$ cat config.mk
export PLATFORM = sky130hd
export DESIGN_NAME = insn_encode_loader
export DESIGN_NICKNAME = d
export VERILOG_FILES = /design/src/rtl/insn_encode_loader_pkg.sv /design/src/rtl/insn_encode_loader_pack.sv /design/src/rtl/insn_encode_loader.sv
export SDC_FILE = /design/constraint.sdc
export NUM_CORES = 1
export LEC_CHECK = 0
export BUFFER_PORTS_ARGS = -buffer_cell sky130_fd_sc_hd__buf_4
export CORE_UTILIZATION = 38
export CTS_CLUSTER_DIAMETER = 80
export DETAILED_ROUTE_END_ITERATION = 8
export PLACE_DENSITY_LB_ADDON = 0.15
export RECOVER_POWER = 25
export SKIP_CTS_REPAIR_TIMING = 1
export SYNTH_ARGS = -nofsm -noshare
export SYNTH_HDL_FRONTEND = slang
export SYNTH_SLANG_ARGS = --single-unit
export TNS_END_PERCENT = 30
$ cat constraint.sdc
create_clock -name clk -period 4.3 [get_ports clk]
set_clock_uncertainty 0.05 [all_clocks]
set_input_delay 0.86 -clock clk [delete_from_list [all_inputs] [get_ports clk]]
set_output_delay 0.86 -clock clk [all_outputs]
set_load 0.02 [all_outputs]
$ cat src/rtl/insn_encode_loader_pkg.sv
// Shared definitions for the 8-puzzle CPU program loader.
//   - instruction format classes (in_fmt encodings)
//   - loader FSM state constants
//   - bit positions of each field inside the 16-bit instruction word
//   - imm_width(): how many immediate bits a format can carry
package insn_encode_loader_pkg;

  // Field layout classes
  localparam logic [2:0] F_BR   = 3'd0;
  localparam logic [2:0] F_RR   = 3'd1;
  localparam logic [2:0] F_CMP  = 3'd2;
  localparam logic [2:0] F_CHK  = 3'd3;
  localparam logic [2:0] F_CHK4 = 3'd4;
  localparam logic [2:0] F_ONE  = 3'd5;
  localparam logic [2:0] F_ST   = 3'd6;
  localparam logic [2:0] F_LI   = 3'd7;

  // Loader FSM states
  typedef logic [1:0] state_t;
  localparam state_t StIdle  = 2'd0;
  localparam state_t StLoad  = 2'd1;
  localparam state_t StDrain = 2'd2;
  localparam state_t StDone  = 2'd3;

  // Field LSB positions in the instruction word
  localparam int unsigned OP_LSB        = 11;  // alu_op, 5 bits, all formats
  localparam int unsigned BR_IMM_LSB    = 0;   // 8 bits
  localparam int unsigned RR_DST_LSB    = 7;
  localparam int unsigned RR_SRC1_LSB   = 3;
  localparam int unsigned RR_IMM_LSB    = 0;   // 2 bits
  localparam int unsigned CMP_SRC1_LSB  = 4;
  localparam int unsigned CMP_SRC0_LSB  = 0;
  localparam int unsigned CHK_SRC1_LSB  = 2;
  localparam int unsigned CHK_IMM_LSB   = 0;   // 2 bits
  localparam int unsigned CHK4_SRC1_LSB = 7;
  localparam int unsigned CHK4_IMM_LSB  = 3;   // 4 bits
  localparam int unsigned ONE_SRC1_LSB  = 0;
  localparam int unsigned ST_SRC1_LSB   = 7;
  localparam int unsigned ST_SRC0_LSB   = 3;
  localparam int unsigned LI_DST_LSB    = 7;
  localparam int unsigned LI_IMM_LSB    = 0;   // 7 bits

  // Immediate bits carried by each format. Formats without an immediate field
  // report 0, so any nonzero imm on them counts as out of range.
  function automatic int unsigned imm_width(input logic [2:0] fmt);
    case (fmt)
      F_BR:          return 8;
      F_RR, F_CHK:   return 2;
      F_CHK4:        return 4;
      F_LI:          return 7;
      default:       return 0;
    endcase
  endfunction

endpackage

$ cat src/rtl/insn_encode_loader_pack.sv
// insn_pack: combinational field packer.
// Ports:
//   alu_op    in  5   opcode, always placed in word[15:11]
//   fmt       in  3   field layout class
//   dst       in  4   destination register
//   src1      in  4   source 1 register
//   src0      in  4   source 0 register
//   imm       in  8   immediate / branch target
//   word      out 16  packed instruction (unnamed bits are 0)
//   range_err out 1   imm does not fit its field, or branch target >= DEPTH
module insn_pack
  import insn_encode_loader_pkg::*;
#(
  parameter int unsigned DEPTH = 64
) (
  input  logic [4:0]  alu_op,
  input  logic [2:0]  fmt,
  input  logic [3:0]  dst,
  input  logic [3:0]  src1,
  input  logic [3:0]  src0,
  input  logic [7:0]  imm,
  output logic [15:0] word,
  output logic        range_err
);

  always_comb begin
    word = '0;
    word[OP_LSB +: 5] = alu_op;
    case (fmt)
      F_BR: begin
        word[BR_IMM_LSB +: 8] = imm;
      end
      F_RR: begin
        word[RR_DST_LSB +: 4]  = dst;
        word[RR_SRC1_LSB +: 4] = src1;
        word[RR_IMM_LSB +: 2]  = imm[1:0];
      end
      F_CMP: begin
        word[CMP_SRC1_LSB +: 4] = src1;
        word[CMP_SRC0_LSB +: 4] = src0;
      end
      F_CHK: begin
        word[CHK_SRC1_LSB +: 4] = src1;
        word[CHK_IMM_LSB +: 2]  = imm[1:0];
      end
      F_CHK4: begin
        word[CHK4_SRC1_LSB +: 4] = src1;
        word[CHK4_IMM_LSB +: 4]  = imm[3:0];
      end
      F_ONE: begin
        word[ONE_SRC1_LSB +: 4] = src1;
      end
      F_ST: begin
        word[ST_SRC1_LSB +: 4] = src1;
        word[ST_SRC0_LSB +: 4] = src0;
      end
      F_LI: begin
        word[LI_DST_LSB +: 4] = dst;
        word[LI_IMM_LSB +: 7] = imm[6:0];
      end
      default: ;
    endcase
  end

  // Any bit above the field width is lost; branch targets must also land in memory.
  assign range_err = ((imm >> imm_width(fmt)) != 8'd0) ||
                     ((fmt == F_BR) && ({24'd0, imm} >= DEPTH));

endmodule

$ cat src/rtl/insn_encode_loader.sv
// insn_encode_loader: streams field tuples into instruction memory while
// holding the CPU in reset.
// Ports:
//   clk, rst        clock, synchronous active-high reset
//   start           begin a load session (honoured in IDLE and DONE)
//   in_valid/ready  tuple handshake; in_ready is high only in LOAD
//   in_last         final tuple of the program
//   in_alu_op..imm  instruction fields
//   imem_we/addr/wdata  registered memory write, one cycle after accept
//   cpu_rst         high except in DONE
//   busy, done      LOAD|DRAIN, DONE
//   word_count      words written this session
//   err_range       sticky immediate/branch range error
//   err_overflow    sticky: memory filled before in_last
// DEPTH must equal 2**ADDR_W.
module insn_encode_loader
  import insn_encode_loader_pkg::*;
#(
  parameter int unsigned ADDR_W = 6,
  parameter int unsigned DEPTH  = 64
) (
  input  logic              clk,
  input  logic              rst,
  input  logic              start,
  input  logic              in_valid,
  output logic              in_ready,
  input  logic              in_last,
  input  logic [4:0]        in_alu_op,
  input  logic [2:0]        in_fmt,
  input  logic [3:0]        in_dst,
  input  logic [3:0]        in_src1,
  input  logic [3:0]        in_src0,
  input  logic [7:0]        in_imm,
  output logic              imem_we,
  output logic [ADDR_W-1:0] imem_addr,
  output logic [15:0]       imem_wdata,
  output logic              cpu_rst,
  output logic              busy,
  output logic              done,
  output logic [ADDR_W:0]   word_count,
  output logic              err_range,
  output logic              err_overflow
);

  state_t            state_q, state_d;
  logic [ADDR_W-1:0] addr_q, addr_d;
  logic [ADDR_W:0]   count_q, count_d;
  logic              we_q, we_d;
  logic [ADDR_W-1:0] waddr_q, waddr_d;
  logic [15:0]       wdata_q, wdata_d;
  logic              rerr_q, rerr_d;
  logic              ovf_q, ovf_d;

  logic [15:0] packed_word;
  logic        pack_err;
  logic        accept;
  logic        last_slot;
  logic        enter_load;

  insn_pack #(
    .DEPTH(DEPTH)
  ) u_pack (
    .alu_op    (in_alu_op),
    .fmt       (in_fmt),
    .dst       (in_dst),
    .src1      (in_src1),
    .src0      (in_src0),
    .imm       (in_imm),
    .word      (packed_word),
    .range_err (pack_err)
  );

  assign accept     = (state_q == StLoad) && in_valid;
  assign last_slot  = (addr_q == ADDR_W'(DEPTH - 1));
  assign enter_load = start && ((state_q == StIdle) || (state_q == StDone));

  always_comb begin
    state_d = state_q;
    addr_d  = addr_q;
    count_d = count_q;
    we_d    = accept;
    waddr_d = waddr_q;
    wdata_d = wdata_q;
    rerr_d  = rerr_q;
    ovf_d   = ovf_q;

    case (state_q)
      StIdle:  if (start) state_d = StLoad;
      StLoad:  if (accept && (in_last || last_slot)) state_d = StDrain;
      StDrain: state_d = StDone;
      StDone:  if (start) state_d = StLoad;
      default: state_d = StIdle;
    endcase

    if (enter_load) begin
      addr_d  = '0;
      count_d = '0;
      rerr_d  = 1'b0;
      ovf_d   = 1'b0;
    end

    // Count advances on the accept edge so it rises together with imem_we.
    if (accept) begin
      waddr_d = addr_q;
      wdata_d = packed_word;
      addr_d  = addr_q + ADDR_W'(1);
      count_d = count_q + (ADDR_W+1)'(1);
      if (pack_err) rerr_d = 1'b1;
      if (last_slot && !in_last) ovf_d = 1'b1;
    end
  end

  always_ff @(posedge clk) begin
    if (rst) begin
      state_q <= StIdle;
      addr_q  <= '0;
      count_q <= '0;
      we_q    <= 1'b0;
      waddr_q <= '0;
      wdata_q <= '0;
      rerr_q  <= 1'b0;
      ovf_q   <= 1'b0;
    end else begin
      state_q <= state_d;
      addr_q  <= addr_d;
      count_q <= count_d;
      we_q    <= we_d;
      waddr_q <= waddr_d;
      wdata_q <= wdata_d;
      rerr_q  <= rerr_d;
      ovf_q   <= ovf_d;
    end
  end

  assign in_ready     = (state_q == StLoad);
  assign busy         = (state_q == StLoad) || (state_q == StDrain);
  assign done         = (state_q == StDone);
  assign cpu_rst      = (state_q != StDone);
  assign imem_we      = we_q;
  assign imem_addr    = waddr_q;
  assign imem_wdata   = wdata_q;
  assign word_count   = count_q;
  assign err_range    = rerr_q;
  assign err_overflow = ovf_q;

endmodule

==> results.sh, run 1 <==
export IMPL_dpl_hpwl_mm=3.71
export IMPL_layout_drive_gt1_share=0.211
export IMPL_status="finished clean"
export IMPL_cp_cell_sequence="inv_1, ha_1, inv_1, buf_4"
export IMPL_ant_nets=0
export IMPL_worst_setup_path_end_kind="output port"
export IMPL_worstMarginPinSlew_ns=0.984
export IMPL_drc=0
export IMPL_fmax_ghz=0.443
export IMPL_synth_nets=287
export IMPL_clkPwrFrac=0.277
export IMPL_initial_core_util=0.398
export IMPL_grt_pass1_vias=1791
export IMPL_timing_final_hold_violations=0
export IMPL_p_per_area_nw_per_um2=438
export IMPL_critical_path_class="flip-flop to output port"
export IMPL_swShare=0.362
export IMPL_post_route_min_period_ns=2.26
export IMPL_dr_pass1_iters=4
export IMPL_intPower_uw=732
export IMPL_finalNetCount=345
export IMPL_syn_area_per_cell_um2=8.22
export IMPL_synth_edff_count=0
export IMPL_tritoncts="built"
export IMPL_cts_buffer_depth=2
export IMPL_dr_total_vias=2041
export IMPL_grt_pass1_wl_mm=8.58
export IMPL_via_per_inst=5.40
export IMPL_ir_drop_mv=0.212
export IMPL_cpLargestDelayFamily="adder cells"
export IMPL_die_h_um=75.4
export IMPL_grt_overflow=0
export IMPL_htree_levels=2
export IMPL_p_seq_frac=0.386
export IMPL_io_buffers=68
export IMPL_diodes=0
export IMPL_crit_slowest_cell="ha_1"
export IMPL_placed_cells=370
export IMPL_cts_sinks=40
export IMPL_async_flop_share=0
export IMPL_stdcell_count=378
export IMPL_period_share=0.525
export IMPL_die_w_um=75.4
export IMPL_maxSlewHeadroom=0.343
export IMPL_io_pins=69
export IMPL_cp_start_kind="flip-flop"
export IMPL_path_clk_slew_ns=0.08
export IMPL_combPwrFrac=0.337
export IMPL_die_area_um2=5680
export IMPL_syn_area_um2=2050
export IMPL_cp_num_buf_inv=3
export IMPL_place_area_um2=2580
export IMPL_ys_types=43
export IMPL_worstPathRequired_ns=3.39
export IMPL_coreArea_um2=5140
export IMPL_routed_wl_mm=5.25
export IMPL_antenna_found_initial=0
export IMPL_place_gp_congestion=0.896
export IMPL_min_path_type="flip-flop to flip-flop"
export IMPL_clock_latency_ns=0.29
export IMPL_cts_buffers=5
export IMPL_seq_area_frac_synth=0.391
export IMPL_finalMaxSlewViolations=0
export IMPL_rsz0062_at_grt="no"
export IMPL_leakage_nw=1.02
export IMPL_final_cell_area_um2=2620
export IMPL_syn_inst=249
export IMPL_crit_path_frequent_cell="inv_1"
export IMPL_arrival_ns=1.35
export IMPL_slowest_delay_ns=0.38
export IMPL_cp_max_fo=6
export IMPL_wl_per_cell_um=13.9
export IMPL_maxCapViolCount=0
export IMPL_drt_iter0_drc=87
export IMPL_setup_tns_ns=0
export IMPL_ys_ff_latch=40
export IMPL_track_usage=0.195
export IMPL_grt_max_degree=39
export IMPL_rows=26
export IMPL_area_growth_pct=28.1
export IMPL_cts_root_buffer="clkbuf_8"
export IMPL_yosys_warnings=0
export IMPL_power_switching_uw=415
export IMPL_synth_ff_type="dfxtp_1"
export IMPL_setup_violations=0
## routing by layer
| metal | up-vias | part of all wire | track usage |
|---|---|---|---|
| met5 | - | 0 | 0 |
| met4 | 0 | 0.0095 | 0.0432 |
| met3 | 6 | 0.071 | 0.0516 |
| met2 | 74 | 0.44 | 0.296 |
| met1 | 932 | 0.48 | 0.278 |
| li1 | 1029 | - | - |
## through the flow
step	power, mW	worst slack (ns)	utilization	hold slack [ns]
finish	1.15	2.04	0.510	0.408
global route	1.22	1.90	0.510	0.431
CTS	1.18	2.04	0.524	0.412
detailed placement	0.858	1.84	0.501	0.400
global placement	0.855	1.88	0.501	0.398
floorplan	0.710	2.22	-	0.407
## path summary, 6_finish.rpt
path                start       endpoint  slack [ns]  cells after the start
min reg2reg  imem_addr[4]   imem_addr[4]        0.41                      2
max            state_q[1]           busy        2.04                      4
min          imem_addr[4]   imem_addr[4]        0.41                      2
max reg2reg    state_q[0]  imem_wdata[2]        2.13                      4
## flip-flops by register name, indices dropped and copies added (netlist names)
signal        cells
addr_q            6
err_range         1
state_q           2
imem_addr         6
err_overflow      1
imem_we           1
imem_wdata       16
word_count        7
## worst register-to-register path, delay by kind of cell, from the launching register on
family | cells | cell delay (ns)
simple gates | 1 | 0.59
flops | 1 | 0.39
fa+ha+maj | 1 | 0.25
compound gates | 2 | 0.71
## synth_stat cells (4+ instances only)
| cell type | instances | area share |
|---|---|---|
| o41ai_1 | 5 | 0.021 |
| a21oi_1 | 27 | 0.066 |
| a221oi_1 | 5 | 0.021 |
| mux2i_1 | 8 | 0.039 |
| buf_2 | 6 | 0.015 |
| nor3_1 | 4 | 0.0098 |
| o21ai_0 | 11 | 0.027 |
| a22oi_1 | 5 | 0.018 |
| inv_1 | 8 | 0.015 |
| nand3_1 | 6 | 0.015 |
| clkbuf_1 | 8 | 0.015 |
| nor2_1 | 24 | 0.044 |
| nand2_1 | 33 | 0.061 |
| a211oi_1 | 6 | 0.022 |
| buf_1 | 4 | 0.0073 |
| ha_1 | 5 | 0.031 |
| dfxtp_1 | 40 | 0.39 |
## cell families after synthesis
family,synth area share
AND/OR/NAND/NOR,0.191
flip-flops,0.391
adder cells (fa/ha/maj),0.0306
buffers and inverters,0.0513
multiplexers,0.0721
AO/OA/AOI/OAI,0.251
XOR/XNOR,0.0128
## power by group through the flow
stage,Sequential [mW],Combinational [mW],Clock [mW]
global route,0.448,0.431,0.338
CTS,0.444,0.407,0.326
global placement,0.452,0.403,0
finish,0.443,0.387,0.318
floorplan,0.484,0.226,0
detailed placement,0.452,0.406,0
## cell usage in the layout, fill, tap and decap left out, drive strengths merged, types with 4 or more instances in the layout
cell type and n:
a22oi 5, nand3 7, a21oi 27, buf 50
inv 9, nor3 4, a221oi 5, nor2 24
a211oi 6, o41ai 5, clkbuf 24, ha 5
mux2i 8, o21ai 11, dfxtp 40, nand2 33
## final cells by class
type / count / area [um2]
fill: 542 / 2520
multi-input combinational: 183 / 1140
sequential: 40 / 801
timing repair buffer: 69 / 447
tap: 70 / 87.6
clock buffer: 5 / 68.8
clock inverter: 3 / 46.3
inverter: 8 / 30.0
Power figures use the tool's default switching activity.
==> inputs of run 2 (changes only) <==
- clock period: 4.3 -> 2.2 ns (I/O delays scaled with it)
==> run 2 against run 1 <==
Compared with the run above: routed wire length shrank 0.25%; critical path type unchanged; cell count up 0.53%; die area unchanged; worst hold slack got worse by 0.057 ns; sequential cell count is the same; global-route usage increased by 0.39 points.
==> results.sh, run 2 (same netlist as run 1, synthesis figures left out) <==
export IMPL_status="finished clean"
export IMPL_cts_buffer_depth=2
export IMPL_grt_max_degree=39
export IMPL_htree_levels=2
export IMPL_dr_pass1_iters=4
export IMPL_grt_pass1_wl_mm=8.60
export IMPL_power_switching_uw=776
export IMPL_io_pins=69
export IMPL_clock_latency_ns=0.29
export IMPL_place_gp_congestion=0.875
export IMPL_fill_cells=549
export IMPL_grt_use_met1=0.289
export IMPL_worstPathRequired_ns=1.71
export IMPL_clkPwrFrac=0.297
export IMPL_mostFrequentLayoutCells="53 x buf_4, 40 x dfxtp_1, 33 x nand2_1"
export IMPL_initial_core_util=0.398
export IMPL_worstMarginPinSlew_ns=0.531
export IMPL_io_buffers=68
export IMPL_placed_cells=373
export IMPL_setup_violations=0
export IMPL_layout_drive_gt1_share=0.216
export IMPL_final_cell_area_um2=2660
export IMPL_coreArea_um2=5140
export IMPL_die_area_um2=5680
export IMPL_routed_wl_mm=5.24
export IMPL_diodes=0
export IMPL_die_h_um=75.4
export IMPL_combPwrFrac=0.333
export IMPL_dr_total_vias=2060
export IMPL_min_path_type="input port to flip-flop"
export IMPL_stdcell_count=380
export IMPL_area_growth_pct=29.8
export IMPL_ir_drop_mv=0.414
export IMPL_antenna_found_initial=0
export IMPL_globalRoute_busiestLayer="met2"
export IMPL_tritoncts="built"
export IMPL_maxCapViolCount=0
export IMPL_via_per_inst=5.42
export IMPL_track_usage=0.199
export IMPL_p_seq_frac=0.370
export IMPL_cts_root_buffer="clkbuf_8"
export IMPL_largest_register_ffs=16
export IMPL_maxSlewHeadroom=0.645
export IMPL_drt_iter0_drc=91
export IMPL_grt_overflow=0
export IMPL_timing_final_hold_violations=0
export IMPL_swShare=0.333
export IMPL_arrival_ns=1.28
export IMPL_final_common_cell="buf_4"
export IMPL_cts_buffers=5
export IMPL_met2_usage=0.293
export IMPL_rows=26
export IMPL_leakage_nw=1.04
export IMPL_dpl_hpwl_mm=3.83
export IMPL_finalNetCount=348
export IMPL_rsz0062_at_grt="no"
export IMPL_worst_setup_path_end_kind="output port"
export IMPL_post_route_min_period_ns=1.77
export IMPL_drc=0
export IMPL_die_w_um=75.4
export IMPL_p_per_area_nw_per_um2=876
export IMPL_setup_tns_ns=0
export IMPL_grt_pass1_vias=1793
export IMPL_critical_path_class="flip-flop to output port"
export IMPL_period_share=0.805
export IMPL_wl_per_cell_um=13.8
export IMPL_cts_sinks=40
export IMPL_p_total_mw=2.33
export IMPL_path_clk_slew_ns=0.07
export IMPL_place_area_um2=2600
export IMPL_met3_usage=0.0476
export IMPL_fmax_ghz=0.565
export IMPL_ant_nets=0
export IMPL_finalMaxSlewViolations=0
export IMPL_cp_max_fo=6
export IMPL_intPower_mw=1.55
export IMPL_post_route_util=0.517
export IMPL_cp_start_kind="flip-flop"
run 2: cell types whose count changed in the layout (fill, tap and decap cells not counted):
cell	previous run	this run
clkinvlp_4	1	0
buf_4	50	53
bufinv_16	1	2
inv_6	1	0
run 2: layer usage:
metal	part of all wire	vias up	wire, um
met5	0	-	0
met4	0.0080	0	42
met3	0.061	4	322
met2	0.45	66	2330
met1	0.49	955	2540
li1	-	1035	-
run 2: critical path, cell delays in order (launching register included):
cell	delay (ns)
dfxtp_1	0.35
inv_1	0.06
ha_1	0.36
inv_1	0.07
buf_4	0.16
run 2: metrics by stage:
stage	worst slack [ns]	hold slack, ns
detailed placement	0.446	0.398
CTS	0.404	0.340
global route	0.247	0.332
floorplan	0.526	0.407
finish	0.430	0.350
global placement	0.489	0.393
run 2: power by group through the flow:
stage	logic (mW)	clock network, mW	registers, mW
after floorplan	0.441	0	0.945
after global placement	0.813	0	0.879
after detailed placement	0.813	0	0.880
after CTS	0.815	0.708	0.864
after global routing	0.863	0.745	0.873
final	0.776	0.690	0.862
run 2: cell type report:
type	instances	area, um2	share of cell area
flip-flops and latches	40	801	0.301
inverters	8	30.0	0.0113
clock inverters	2	60.1	0.0226
well taps	70	87.6	0.0330
multi-input cells	183	1140	0.429
repair buffers	72	469	0.177
clock buffers	5	68.8	0.0259
run 2: path summary, 6_finish.rpt:
check	from	to	slack, ns	depth (start not counted)
setup / recovery	state_q[1]	busy	0.43	4
hold reg to reg	imem_addr[1]	imem_addr[1]	0.40	2
setup reg to reg	state_q[1]	addr_q[3]	0.44	7
hold / removal	in_alu_op[3]	imem_wdata[14]	0.35	3
